===== src/rtl/mac_frame_accumulator.sv =====
// Sums each frame of COUNT unsigned 6-bit products into one result.
// The result is held on a valid/ready port until the sink takes it.
module mac_frame_accumulator #(
  parameter int COUNT = 4,
  parameter int ACC_W = 10
) (
  input  logic             clk,
  input  logic             rst_n,
  input  logic             flush,
  input  logic             in_valid,
  output logic             in_ready,
  input  logic [5:0]       prod,
  output logic             out_valid,
  input  logic             out_ready,
  output logic [ACC_W-1:0] out_sum,
  output logic             out_ovf,
  output logic [4:0]       beat_cnt
);

  typedef enum logic {
    ACCUM = 1'b0,
    DONE  = 1'b1
  } state_e;

  localparam logic [4:0] LAST_BEAT = 5'(COUNT - 1);

  state_e           state_q, state_d;
  logic [ACC_W-1:0] acc_q, acc_d;
  logic [ACC_W-1:0] sum_q, sum_d;
  logic             ovf_q, ovf_d;
  logic             out_ovf_q, out_ovf_d;
  logic [4:0]       beat_q, beat_d;

  logic [ACC_W:0]   acc_ext;
  logic             carry;
  logic             accept;
  logic             last_beat;

  // One extra bit on the adder exposes the carry out of the accumulator.
  always_comb begin
    acc_ext   = {1'b0, acc_q} + {{(ACC_W - 5){1'b0}}, prod};
    carry     = acc_ext[ACC_W];
    accept    = in_valid && (state_q == ACCUM);
    last_beat = (beat_q == LAST_BEAT);
  end

  always_comb begin
    state_d   = state_q;
    acc_d     = acc_q;
    sum_d     = sum_q;
    ovf_d     = ovf_q;
    out_ovf_d = out_ovf_q;
    beat_d    = beat_q;

    if (flush) begin
      // Flush wins over both a same-cycle accept and a same-cycle out_ready.
      state_d = ACCUM;
      acc_d   = '0;
      ovf_d   = 1'b0;
      beat_d  = '0;
    end else begin
      unique case (state_q)
        ACCUM: begin
          if (accept) begin
            if (last_beat) begin
              sum_d     = acc_ext[ACC_W-1:0];
              out_ovf_d = ovf_q | carry;
              acc_d     = '0;
              ovf_d     = 1'b0;
              beat_d    = '0;
              state_d   = DONE;
            end else begin
              acc_d  = acc_ext[ACC_W-1:0];
              ovf_d  = ovf_q | carry;
              beat_d = beat_q + 5'd1;
            end
          end
        end
        DONE: begin
          if (out_ready) begin
            state_d = ACCUM;
          end
        end
        default: state_d = ACCUM;
      endcase
    end
  end

  always_ff @(posedge clk or negedge rst_n) begin
    if (!rst_n) begin
      state_q   <= ACCUM;
      acc_q     <= '0;
      sum_q     <= '0;
      ovf_q     <= 1'b0;
      out_ovf_q <= 1'b0;
      beat_q    <= '0;
    end else begin
      state_q   <= state_d;
      acc_q     <= acc_d;
      sum_q     <= sum_d;
      ovf_q     <= ovf_d;
      out_ovf_q <= out_ovf_d;
      beat_q    <= beat_d;
    end
  end

  // Every output comes straight from state or a register.
  always_comb begin
    in_ready  = (state_q == ACCUM);
    out_valid = (state_q == DONE);
    out_sum   = sum_q;
    out_ovf   = out_ovf_q;
    beat_cnt  = beat_q;
  end

endmodule

===== config.mk =====
export PLATFORM = sky130hd
export DESIGN_NAME = mac_frame_accumulator
export DESIGN_NICKNAME = d
export VERILOG_FILES = /design/src/rtl/mac_frame_accumulator.sv
export SDC_FILE = /design/constraint.sdc
export NUM_CORES = 1
export LEC_CHECK = 0
export CELL_PAD_IN_SITES_DETAIL_PLACEMENT = 1
export CELL_PAD_IN_SITES_GLOBAL_PLACEMENT = 1
export CORE_MARGIN = 10
export CORE_UTILIZATION = 39
export DETAILED_ROUTE_END_ITERATION = 12
export PLACE_DENSITY_LB_ADDON = 0.1
export SYNTH_ARGS = -nofsm -noshare
export SYNTH_HDL_FRONTEND = slang
export SYNTH_SLANG_ARGS = --single-unit

===== constraint.sdc =====
create_clock -name clk -period 2.5 [get_ports clk]
set_input_delay 0.25 -clock clk [delete_from_list [all_inputs] [get_ports clk]]
set_output_delay 0.25 -clock clk [all_outputs]
set_load 0.03 [all_outputs]

==> impl_metrics.yaml <==
route:
  vias_per_cell: 5.568
  vias: 1275
  drt_iter0_drc: 32
  ant_nets: 0
  drc: 0
  wl_um: 3987
  dr.pass1.iters: 2
  wl_per_cell_um: 17.41
global_routing:
  antenna_found_initial: 0
  grt_max_degree: 29
  grt_pass1_vias: 1396
  grt_pass1_wl_um: 6920
  grt_usage_pct: 12.83
  grt_overflow: 0
critical_path:
  cp.arrival_ps: 2360
  crit_end: "acc_q[8]"
  r2r.worst_path.cells: 6
  rr_startpoint: "acc_q[0]"
  endpoint_kind: "flip-flop"
  r2r_end: "acc_q[8]"
  r2r_slack_ps: 350
  crit_fanout: 5
  critPathRequiredTime_ps: 2710
  critPathKind: "flip-flop to flip-flop"
  start_kind: "flip-flop"
  critPathLaunch: "acc_q[0]"
floorplanning:
  dieWidth_um: 82.20
  fp.coreArea_sq_um: 3689
  die-area_sq_um: 6757
  io_pins: 29
  initial_core_util_pct: 40.91
  die_h_um: 82.20
  rows: 22
timing:
  setup_viol: 0
  grt_setup_unrepaired: "false"
  relSlewSlack_pct: 58.36
  hold_viol: 0
  layout_min_cycle_time_ps: 2151
  max_slew.worst_pin.slew_ps: 622.2
  timing.hold.ws_ps: 343.6
  period_share_pct: 86.05
  drv_slew: 0
  skew_ps: 10.26
  max_freq_ghz: 0.4648
  tns_ps: 0
pwr:
  ir_drop_uv: 285.0
  p_leak_nw: 0.8516
  p_per_area_nw_per_um2: 661.3
  totalPowerFinal_mw: 1.275
layout:
  fill_cells: 455
  final-seq-area_sq_um: 700.7
  diodes: 0
  nets: 201
  drive_above_1_share_pct: 8.287
  final_cells: 229
  syn2layout_area_growth_pct: 27.78
  multi_input_area_sq_um: 772.0
  postLayoutCoreUtil_pct: 52.27
place:
  routabilityCongestion: 0.7995
  io_buffers: 28
  dp.final_hpwl_um: 2956
  place_inst: 225
cts:
  cts-resized-gates: 0
  post_cts_buffers: 0
  path_clk_slew_ps: 110
  cts_tree: "done"
  numCtsBuffers: 3
  insertion_delay_ps: 280
  postCtsHoldBufs: 0
  cts_root_buf: "clkbuf_8"
  clock_sink_count: 28
  cts_max_level: 1
  clk_path_buf_depth: 2
logic_synthesis:
  avgSynthCellArea_sq_um: 10.20
  synth_nets: 167
  ys_ff_latch: 28
  ys.flop_type: "dfrtp_1"
  syn_inst: 148
  async_reset_ff_share_pct: 100.0
  synth_edf_count: 0
  yosys_warnings: 0
  synth.cell_area_sq_um: 1509
  yosysSeqAreaShare_pct: 46.43
  synthDistinctLibCells: 40
run_status:
  status: "completed"
hold_path:
  hp-class: "input port to asynchronous set/reset pin"
job:
  cap_violations: 0
==> cell usage in the layout (no fill, tap or decap), types with 3 or more instances in the layout <==
cell / netlist / final
dfrtp_1: 28 / 28
clkdlybuf4s50_1: 0 / 28
nand2_1: 13 / 13
o21ai_0: 12 / 12
nor2_1: 9 / 9
nand3_1: 7 / 7
ha_1: 7 / 7
a22o_1: 6 / 6
buf_4: 0 / 6
a21oi_1: 5 / 5
inv_1: 4 / 4
xnor2_1: 4 / 4
a211o_1: 4 / 4
o211ai_1: 4 / 4
clkbuf_8: 0 / 4
a211oi_1: 3 / 3
nand4_1: 3 / 3
xor2_1: 3 / 3
a31oi_1: 3 / 3
mux2_2: 3 / 3
==> cell type report <==
cell class                 instances  area share (%)
timing repair buffer              34           16.87
sequential                        28           36.34
multi-input combinational        111           40.04
inverter                           4          0.7787
tap                               48           3.115
clock buffer                       4           2.855
==> power by group <==
part	leakage, nW	internal [mW]	switching [mW]
registers	0.378	0.514	0.0437
logic	0.445	0.181	0.243
clock network	0.0288	0.141	0.151
total	0.852	0.837	0.438
==> cell usage after synthesis, drive strengths merged, types with 2 or more instances <==
| library cell | instances | area, sq um |
|---|---|---|
| a21o | 2 | 15.01 |
| a211o | 4 | 35.03 |
| a22o | 6 | 52.55 |
| xnor2 | 4 | 35.03 |
| a21oi | 5 | 25.02 |
| nand2 | 13 | 48.80 |
| or4 | 2 | 15.01 |
| o21ai | 12 | 60.06 |
| nand4 | 3 | 18.77 |
| nor2b | 2 | 12.51 |
| inv | 4 | 15.01 |
| ha | 7 | 87.58 |
| a211oi | 3 | 22.52 |
| nor2 | 9 | 33.78 |
| dfrtp | 28 | 700.7 |
| clkbuf | 3 | 11.26 |
| mux2 | 3 | 33.78 |
| xor2 | 3 | 26.28 |
| nand4b | 2 | 17.52 |
| nand3 | 7 | 35.03 |
| a31oi | 3 | 18.77 |
| o211ai | 4 | 30.03 |
| buf | 2 | 10.01 |
==> worst min-delay path by stage <==
stage / slack [ps] / to / depth (start not counted) / start
3_5_place_dp: 480 / out_sum[7] / 2 / out_sum[7]
5_1_grt: 390 / out_sum[8] / 2 / rst_n
2_1_floorplan: -50 / acc_q[0] / 0 / rst_n
3_3_place_gp: 460 / out_sum[0] / 2 / out_sum[0]
6_report: 340 / out_sum[8] / 2 / rst_n
4_1_cts: 360 / out_ovf / 2 / rst_n
==> layer usage <==
layer | GRT usage (%) | share of wire, % | wire [um] | vias to the layer above
met5 | 0 | 0 | 0 | -
met4 | 3.571 | 1.1 | 44 | 0
met3 | 3.240 | 4.7 | 188 | 5
met2 | 22.01 | 50 | 2012 | 15
met1 | 15.52 | 44 | 1742 | 641
li1 | - | - | - | 614
==> critical path: stages, from the launching register on <==
cell	delay, ps
dfrtp_1	400
ha_1	230
fa_1	430
a211oi_1	320
o21ai_0	290
a211o_1	320
o211ai_1	100
==> cells by family after synthesis <==
group	after synthesis	share of synthesized area (%)
simple gates	47	16.67
fa+ha+maj	8	7.131
compound gates	45	20.40
buf+inv	9	2.404
xor+xnor	7	4.063
flops	28	46.43
mux	4	2.902
==> per-stage QoR <==
stage / area, sq um / setup slack [ps]
2_1_floorplan: 1509 / 350.8
4_1_cts: 1928 / 336.0
5_1_grt: 1928 / 229.9
6_report: 1928 / 348.7
3_5_place_dp: 1873 / 56.08
3_3_place_gp: 1873 / 121.2
==> sequential cells by signal, indices dropped and copies added (netlist names) <==
register / cells
beat_cnt: 5
out_ovf: 1
out_valid: 1
ovf_q: 1
out_sum: 10
acc_q: 10
Power figures use the tool's default switching activity.
